File: src/rtl/regfile_seq_pkg.sv
// Shared op-codes, FSM state encoding and default widths for the register-file sequencer.
// Latency: n/a (declarations only).
// Backpressure: n/a.
package regfile_seq_pkg;

  localparam int DEF_DATA_W = 16;
  localparam int DEF_ADDR_W = 3;

  typedef enum logic [1:0] {
    OP_LOAD = 2'b00,
    OP_READ = 2'b01,
    OP_MOVE = 2'b10,
    OP_SWAP = 2'b11
  } op_t;

  typedef enum logic [2:0] {
    IDLE = 3'd0,
    RD1  = 3'd1,
    RD2  = 3'd2,
    WR1  = 3'd3,
    WR2  = 3'd4
  } state_t;

endpackage

File: src/rtl/regfile_seq_if.sv
// Command/response handshake plus register-file bus shared by host, sequencer and register file.
// Latency: none (wires only).
// Backpressure: cmdReady from the sequencer gates command acceptance.
interface regfile_seq_if #(
  parameter int DATA_W = regfile_seq_pkg::DEF_DATA_W,
  parameter int ADDR_W = regfile_seq_pkg::DEF_ADDR_W
) ();

  logic              cmdValid;
  logic              cmdReady;
  logic [1:0]        cmdOp;
  logic [ADDR_W-1:0] cmdA;
  logic [ADDR_W-1:0] cmdB;
  logic [DATA_W-1:0] cmdImm;
  logic              rspValid;
  logic [DATA_W-1:0] rspData;
  logic              busy;

  logic [ADDR_W-1:0] addrBus;
  logic [DATA_W-1:0] inBus;
  logic              readMem;
  logic              writeMem;
  logic [DATA_W-1:0] outBus;

  // Host side: issues commands, observes responses.
  modport master (
    output cmdValid, cmdOp, cmdA, cmdB, cmdImm,
    input  cmdReady, rspValid, rspData, busy
  );

  // Sequencer side: accepts commands and drives the register-file bus.
  modport slave (
    input  cmdValid, cmdOp, cmdA, cmdB, cmdImm, outBus,
    output cmdReady, rspValid, rspData, busy,
    output addrBus, inBus, readMem, writeMem
  );

  // Register-file side of the bus.
  modport rf (
    input  addrBus, inBus, readMem, writeMem,
    output outBus
  );

endinterface

File: src/rtl/regfile_seq.sv
// Sequencer turning LOAD/READ/MOVE/SWAP commands into register-file read/write cycles.
// Latency: accept-to-idle LOAD 1, READ 1 (+1 cycle rspValid), MOVE 2, SWAP 4 cycles.
// Backpressure: cmdReady high only in IDLE; commands offered while busy are dropped.
module regfile_seq
  import regfile_seq_pkg::*;
#(
  parameter int DATA_W = DEF_DATA_W,
  parameter int ADDR_W = DEF_ADDR_W
) (
  input logic        clk,
  input logic        rst,
  regfile_seq_if.slave sq
);

  state_t            state;
  op_t               opQ;
  logic [ADDR_W-1:0] aQ;
  logic [ADDR_W-1:0] bQ;
  logic [DATA_W-1:0] immQ;
  logic [DATA_W-1:0] tA;
  logic [DATA_W-1:0] tB;
  logic              rspValidQ;
  logic [DATA_W-1:0] rspDataQ;

  logic [ADDR_W-1:0] addrBus;
  logic [DATA_W-1:0] inBus;
  logic              readMem;
  logic              writeReq;

  // Sequencing FSM: latches the command in IDLE and walks the read/write phases.
  always_ff @(posedge clk) begin
    if (rst) begin
      state     <= IDLE;
      opQ       <= OP_LOAD;
      aQ        <= '0;
      bQ        <= '0;
      immQ      <= '0;
      tA        <= '0;
      tB        <= '0;
      rspValidQ <= 1'b0;
      rspDataQ  <= '0;
    end else begin
      rspValidQ <= 1'b0;
      case (state)
        IDLE: begin
          if (sq.cmdValid) begin
            opQ   <= op_t'(sq.cmdOp);
            aQ    <= sq.cmdA;
            bQ    <= sq.cmdB;
            immQ  <= sq.cmdImm;
            state <= (op_t'(sq.cmdOp) == OP_LOAD) ? WR1 : RD1;
          end
        end
        RD1: begin
          case (opQ)
            OP_READ: begin
              rspDataQ  <= sq.outBus;
              rspValidQ <= 1'b1;
              state     <= IDLE;
            end
            OP_MOVE: begin
              tA    <= sq.outBus;
              state <= WR1;
            end
            default: begin
              tA    <= sq.outBus;
              state <= RD2;
            end
          endcase
        end
        RD2: begin
          tB    <= sq.outBus;
          state <= WR1;
        end
        WR1:     state <= (opQ == OP_SWAP) ? WR2 : IDLE;
        WR2:     state <= IDLE;
        default: state <= IDLE;
      endcase
    end
  end

  // Bus decode from registered state and latches only, so cmd* never reaches the bus combinationally.
  always_comb begin
    addrBus  = '0;
    inBus    = '0;
    readMem  = 1'b0;
    writeReq = 1'b0;
    case (state)
      RD1: begin
        addrBus = (opQ == OP_MOVE) ? bQ : aQ;
        readMem = 1'b1;
      end
      RD2: begin
        addrBus = bQ;
        readMem = 1'b1;
      end
      WR1: begin
        addrBus  = aQ;
        writeReq = 1'b1;
        case (opQ)
          OP_LOAD: inBus = immQ;
          OP_SWAP: inBus = tB;
          default: inBus = tA;
        endcase
      end
      WR2: begin
        addrBus  = bQ;
        inBus    = tA;
        writeReq = 1'b1;
      end
      default: ;
    endcase
  end

  // rst suppresses the write on the reset edge itself so an aborted SWAP leaves the file untouched.
  assign sq.writeMem = writeReq & ~rst;
  assign sq.readMem  = readMem;
  assign sq.addrBus  = addrBus;
  assign sq.inBus    = inBus;
  assign sq.cmdReady = (state == IDLE);
  assign sq.busy     = (state != IDLE);
  assign sq.rspValid = rspValidQ;
  assign sq.rspData  = rspDataQ;

endmodule

File: src/flat_wrapper.sv
// flat-port wrapper written by rule: the top's interface ports become plain ports
module regfile_seq_flat import regfile_seq_pkg::*;
#(
  parameter int DATA_W = DEF_DATA_W,
  parameter int ADDR_W = DEF_ADDR_W
)
  (clk, rst, sq_cmdValid, sq_cmdOp, sq_cmdA, sq_cmdB, sq_cmdImm, sq_outBus, sq_cmdReady, sq_rspValid, sq_rspData, sq_busy, sq_addrBus, sq_inBus, sq_readMem, sq_writeMem);
  regfile_seq_if #(.DATA_W(DATA_W), .ADDR_W(ADDR_W)) sq_i ();
  input logic clk;
  input logic rst;
  input wire logic [$bits(sq_i.cmdValid)-1:0] sq_cmdValid;
  input wire logic [$bits(sq_i.cmdOp)-1:0] sq_cmdOp;
  input wire logic [$bits(sq_i.cmdA)-1:0] sq_cmdA;
  input wire logic [$bits(sq_i.cmdB)-1:0] sq_cmdB;
  input wire logic [$bits(sq_i.cmdImm)-1:0] sq_cmdImm;
  input wire logic [$bits(sq_i.outBus)-1:0] sq_outBus;
  output wire logic [$bits(sq_i.cmdReady)-1:0] sq_cmdReady;
  output wire logic [$bits(sq_i.rspValid)-1:0] sq_rspValid;
  output wire logic [$bits(sq_i.rspData)-1:0] sq_rspData;
  output wire logic [$bits(sq_i.busy)-1:0] sq_busy;
  output wire logic [$bits(sq_i.addrBus)-1:0] sq_addrBus;
  output wire logic [$bits(sq_i.inBus)-1:0] sq_inBus;
  output wire logic [$bits(sq_i.readMem)-1:0] sq_readMem;
  output wire logic [$bits(sq_i.writeMem)-1:0] sq_writeMem;
  assign sq_i.cmdValid = sq_cmdValid;
  assign sq_i.cmdOp = sq_cmdOp;
  assign sq_i.cmdA = sq_cmdA;
  assign sq_i.cmdB = sq_cmdB;
  assign sq_i.cmdImm = sq_cmdImm;
  assign sq_i.outBus = sq_outBus;
  assign sq_cmdReady = sq_i.cmdReady;
  assign sq_rspValid = sq_i.rspValid;
  assign sq_rspData = sq_i.rspData;
  assign sq_busy = sq_i.busy;
  assign sq_addrBus = sq_i.addrBus;
  assign sq_inBus = sq_i.inBus;
  assign sq_readMem = sq_i.readMem;
  assign sq_writeMem = sq_i.writeMem;
  regfile_seq #(.DATA_W(DATA_W), .ADDR_W(ADDR_W)) u_core (.clk(clk), .rst(rst), .sq(sq_i));
endmodule
File: config.mk
export PLATFORM = sky130hd
export DESIGN_NAME = regfile_seq_flat
export DESIGN_NICKNAME = d
export VERILOG_FILES = /design/src/rtl/regfile_seq_pkg.sv /design/src/rtl/regfile_seq_if.sv /design/src/rtl/regfile_seq.sv /design/src/flat_wrapper.sv
export SDC_FILE = /design/constraint.sdc
export NUM_CORES = 1
export LEC_CHECK = 0
export BUFFER_PORTS_ARGS = -buffer_cell sky130_fd_sc_hd__buf_2
export CAP_MARGIN = 15
export CORE_UTILIZATION = 35
export DETAILED_ROUTE_END_ITERATION = 12
export HOLD_SLACK_MARGIN = 0.15
export PLACE_DENSITY = 0.65
export SLEW_MARGIN = 5
export SYNTH_ARGS = -nofsm -noshare
export SYNTH_HDL_FRONTEND = slang
export SYNTH_SLANG_ARGS = --single-unit
File: constraint.sdc
create_clock -name clk -period 4.6 [get_ports clk]
set_input_delay 0.92 -clock clk [delete_from_list [all_inputs] [get_ports clk]]
set_output_delay 0.92 -clock clk [all_outputs]
set_load 0.05 [all_outputs]
==> report_table.html <==
<table>
<tr><th>Metric</th><th>Value</th></tr>
<tr><th colspan="2">Power and ir drop</th></tr>
<tr><td>Cell area power density</td><td>400.7 nW/µm²</td></tr>
<tr><td>Net load switching power</td><td>461.0 µW</td></tr>
<tr><td>Fraction of power consumed by the clock network</td><td>0.375</td></tr>
<tr><td>Part of the power in combinational logic</td><td>0.152</td></tr>
<tr><td>Reg power frac</td><td>0.473</td></tr>
<tr><td>Sw frac</td><td>0.2955</td></tr>
<tr><td>Cell-internal power</td><td>1099 µW</td></tr>
<tr><td>Max VDD drop</td><td>0.1924 mV</td></tr>
<tr><td>P_leak</td><td>0.001524 µW</td></tr>
<tr><th colspan="2">Timing</th></tr>
<tr><td>Max Clk Rate</td><td>300.5 MHz</td></tr>
<tr><td>Setup Skew</td><td>10.50 ps</td></tr>
<tr><td>Slew HR</td><td>0.4280</td></tr>
<tr><td>Hold Violations, Final</td><td>0</td></tr>
<tr><td>Setup repair after global routing missed its margin</td><td>false</td></tr>
<tr><td>Final setup TNS</td><td>0 ps</td></tr>
<tr><td>Final period demand of the worst path</td><td>3328 ps</td></tr>
<tr><td>Number of setup violations in the final report</td><td>0</td></tr>
<tr><td>Pin slew with the least headroom to its limit</td><td>854.4 ps</td></tr>
<tr><td>Number of pins with negative max-slew slack in the final report</td><td>0</td></tr>
<tr><td>Share of the clock period used by the worst path after layout</td><td>0.7235</td></tr>
<tr><th colspan="2">Place</th></tr>
<tr><td>PortBufs</td><td>82</td></tr>
<tr><td>Total placed cells including tap cells</td><td>570</td></tr>
<tr><td>Final RePlAce weighted congestion</td><td>0.7976</td></tr>
<tr><td>Sum of net half-perimeters after detailed placement</td><td>6131 µm</td></tr>
<tr><th colspan="2">Worst setup path</th></tr>
<tr><td>Data arrival time at the worst-slack endpoint</td><td>2410 ps</td></tr>
<tr><td>Maximum fanout along the worst path</td><td>20</td></tr>
<tr><td>Crit. End Element</td><td>output pin</td></tr>
<tr><td>WS Path Type</td><td>flip-flop to output pin</td></tr>
<tr><td>Worst endpoint required time</td><td>3680 ps</td></tr>
<tr><td>Startpoint types</td><td>flip-flop</td></tr>
<tr><td>Depth of the most critical reg-to-reg path</td><td>5</td></tr>
<tr><th colspan="2">Clock network</th></tr>
<tr><td>H-tree lvl count</td><td>3</td></tr>
<tr><td>Setup Fix Bufs, Post-CTS</td><td>0</td></tr>
<tr><td>Skew-Pair Late Insertion Delay</td><td>360 ps</td></tr>
<tr><td>Cell chosen for the clock root</td><td>clkbuf_8</td></tr>
<tr><td>TritonCTS Buffers</td><td>9</td></tr>
<tr><td>Clock-pin slew on the worst setup and hold paths</td><td>80 ps</td></tr>
<tr><td>Bufs on Longest Clock Path</td><td>2</td></tr>
<tr><td>Number of buffers inserted for hold repair after clock tree synthesis</td><td>0</td></tr>
<tr><td>Number of resized instances in the post-cts repair step</td><td>0</td></tr>
<tr><td>Clock sink count</td><td>76</td></tr>
<tr><td>TritonCTS clock tree</td><td>built</td></tr>
<tr><th colspan="2">Logic synthesis</th></tr>
<tr><td>Simple-gate portion of the synthesized area</td><td>0.2391</td></tr>
<tr><td>Cell area after technology mapping</td><td>3318 µm²</td></tr>
<tr><td>Total nets after synthesis</td><td>460</td></tr>
<tr><td>Post-synthesis share of cell area spent on xor and xnor gates</td><td>0.002640</td></tr>
<tr><td>Dominant combinational cell family by area after synthesis</td><td>simple AND/OR/NAND/NOR gates</td></tr>
<tr><td>Proportion of synthesized chip area in sequential cells</td><td>0.4585</td></tr>
<tr><td>Count of warnings emitted by yosys</td><td>0</td></tr>
<tr><td>Mux cell area share after synthesis</td><td>0</td></tr>
<tr><td>Share of the synthesized area in compound gates (AO/OA/AOI/OAI)</td><td>0.2089</td></tr>
<tr><td>Syn avg cell area</td><td>8.073 µm²</td></tr>
<tr><td>Synthesis-stage register bit count</td><td>76</td></tr>
<tr><td>Gate count of the mapped netlist</td><td>411</td></tr>
<tr><td>Count of cell types in the netlist</td><td>38</td></tr>
<tr><td>Adder-cell area share of the yosys netlist</td><td>0.02262</td></tr>
<tr><td>Post-synth top area share</td><td>0.4585</td></tr>
<tr><td>Cells taking the most area after synthesis</td><td>dfxtp_1, nand2_1, a21oi_1</td></tr>
<tr><td>Post-synth top area cell</td><td>dfxtp_1</td></tr>
<tr><th colspan="2">Drt</th></tr>
<tr><td>Via total after detailed routing</td><td>2985</td></tr>
<tr><td>DRT Wirelength</td><td>9050 µm</td></tr>
<tr><td>Routed wire per std cell</td><td>15.44 µm</td></tr>
<tr><td>Post-route antenna net violation count</td><td>0</td></tr>
<tr><td>DRC violation count after routing</td><td>0</td></tr>
<tr><td>Per-cell via count in the routed design</td><td>5.094</td></tr>
<tr><td>DRC violation total after the first TritonRoute iteration</td><td>256</td></tr>
<tr><td>Length of the first detailed-routing pass in iterations</td><td>4</td></tr>
<tr><th colspan="2">Cells and area</th></tr>
<tr><td>Area added between synthesis and finish</td><td>17.31%</td></tr>
<tr><td>Non-filler cells, final</td><td>586</td></tr>
<tr><td>Count of nets after finishing</td><td>519</td></tr>
<tr><td>Footprint of the multi-input gates</td><td>1570 µm²</td></tr>
<tr><td>Fill cell instance count of the final layout</td><td>929</td></tr>
<tr><td>Sequential cell area in the final layout</td><td>1521 µm²</td></tr>
<tr><td>Fraction of final layout cells with drive strength greater than 1</td><td>0.2274</td></tr>
<tr><td>Antenna cell count</td><td>0</td></tr>
<tr><th colspan="2">Floorplanning</th></tr>
<tr><td>CORE AREA</td><td>9196 µm²</td></tr>
<tr><td>Number of top-level pins</td><td>83</td></tr>
<tr><td>Die extent in x</td><td>99.37 µm</td></tr>
<tr><td>Die height</td><td>99.37 µm</td></tr>
<tr><td>Core Rows</td><td>35</td></tr>
<tr><td>Full die area</td><td>9873 µm²</td></tr>
<tr><td>Initial Util</td><td>0.3608</td></tr>
<tr><th colspan="2">Run status</th></tr>
<tr><td>Status</td><td>completed</td></tr>
<tr><th colspan="2">GRT</th></tr>
<tr><td>Antenna violations before repair</td><td>0</td></tr>
<tr><td>Grt ovf</td><td>0</td></tr>
<tr><td>First-pass GRT wire length</td><td>14530 µm</td></tr>
<tr><td>All-Layer GR Usage</td><td>0.1902</td></tr>
<tr><td>Via count of the first global-routing pass</td><td>2860</td></tr>
<tr><td>Pin count of the biggest net entering global routing</td><td>77</td></tr>
<tr><th colspan="2">Min path</th></tr>
<tr><td>Path type of the worst min-delay path</td><td>flip-flop to flip-flop</td></tr>
<tr><td>Hold-critical path depth</td><td>2</td></tr>
<tr><th colspan="2">Flow run</th></tr>
<tr><td>Number of max-cap violations</td><td>0</td></tr>
</table>
area by class of cell:
class | instances | share of cell area
Multi-Input combinational cell | 296 | 0.4034
Timing Repair Buffer | 84 | 0.1093
Tap cell | 111 | 0.03568
Clock inverter | 5 | 0.02154
Clock buffer | 11 | 0.03632
Inverter | 3 | 0.002893
Sequential cell | 76 | 0.3909
worst max-delay path, cell delays in order (launching register included):
cell       delay [ps]
dfxtp_1           780
nand3b_1          210
or2_1             490
o2bb2ai_1         270
buf_2             300
stage by stage:
step                      area, µm²  utilization  hold slack (ps)  power (µW)  setup WS [ps]
final                          3892       0.4233            456.9        1560           1272
after global routing           3892       0.4233            483.8        1634           1134
after CTS                      3892       0.4233            457.2        1571           1286
after detailed placement       3667       0.3988            446.6       988.1           1683
after global placement         3667       0.3988            441.7       982.4           1756
after floorplan                3318            -            435.7       930.1           1599
Yosys cell counts:
library cell    n
nand2_1       146
a32o_2          1
inv_1           3
ha_1            6
a22oi_1        16
or2_1           1
and3b_1         1
clkbuf_1       16
o2bb2ai_1      16
nor3_1          1
dfxtp_1        76
buf_2           9
nor4b_4         2
a32o_1          2
a2111oi_0       1
xnor2_1         1
nand3_1         1
nand2_2         2
buf_6           4
and2b_1         1
or3_1           3
nand2b_1        1
or3b_2          1
buf_8           2
or4b_4          1
nor3b_1         1
nor2_1          5
and4bb_2        1
buf_4           4
nand3b_1        1
nor3b_4         1
a21oi_1        74
o211ai_1        1
nand4bb_1       1
clkbuf_2        1
o21ai_0         3
nor2b_1         3
or4b_1          1
state kept, by name, indices dropped and copies added, names as in the netlist, 2 cells and up:
| register | count |
|---|---|
| u_core.state | 3 |
| u_core.opQ | 2 |
| u_core.sq.rspData | 16 |
| u_core.tA | 16 |
| u_core.tB | 16 |
| u_core.bQ | 3 |
| u_core.immQ | 16 |
| u_core.aQ | 3 |
placed cells by master (no fill, tap or decap), drive strengths merged, types with 2 or more instances in the layout:
cell        n
nand2     148
buf        84
dfxtp      76
a21oi      74
a22oi      16
o2bb2ai    16
clkbuf     11
ha          6
nor2        5
inv         4
or3         3
nor2b       3
o21ai       3
a32o        3
nor4b       2
clkinvlp    2
bufinv      2
or4b        2
nor3b       2
cells by family after synthesis:
family | Yosys count
adder cells (fa/ha/maj) | 6
AND/OR/NAND/NOR | 175
XOR/XNOR | 1
buffers and inverters | 39
flip-flops | 76
AO/OA/AOI/OAI | 114
metal layers:
layer	GRT usage	part of all wire	vias to the layer above
met3	0.05341	0.056	13
met5	0	0	-
met1	0.2634	0.49	1391
met4	0.08032	0.019	0
met2	0.2762	0.44	77
li1	-	-	1504
final timing paths:
| check | endpoint | start | slack, ps |
|---|---|---|---|
| hold reg to reg | u_core.tB[7] | u_core.tB[7] | 460 |
| setup reg to reg | u_core.tA[14] | u_core.opQ[1] | 2500 |
| setup / recovery | sq_inBus[3] | u_core.state[0] | 1270 |
| hold / removal | u_core.tB[7] | u_core.tB[7] | 460 |
power groups by stage:
| stage | clock (µW) | combinational, µW | sequential, µW |
|---|---|---|---|
| after floorplan | 0 | 191 | 739 |
| after global placement | 0 | 233 | 749 |
| after detailed placement | 0 | 237 | 751 |
| after CTS | 597 | 238 | 736 |
| after global routing | 629 | 262 | 743 |
| final | 585 | 237 | 738 |
(Power assumes the default switching activity.)
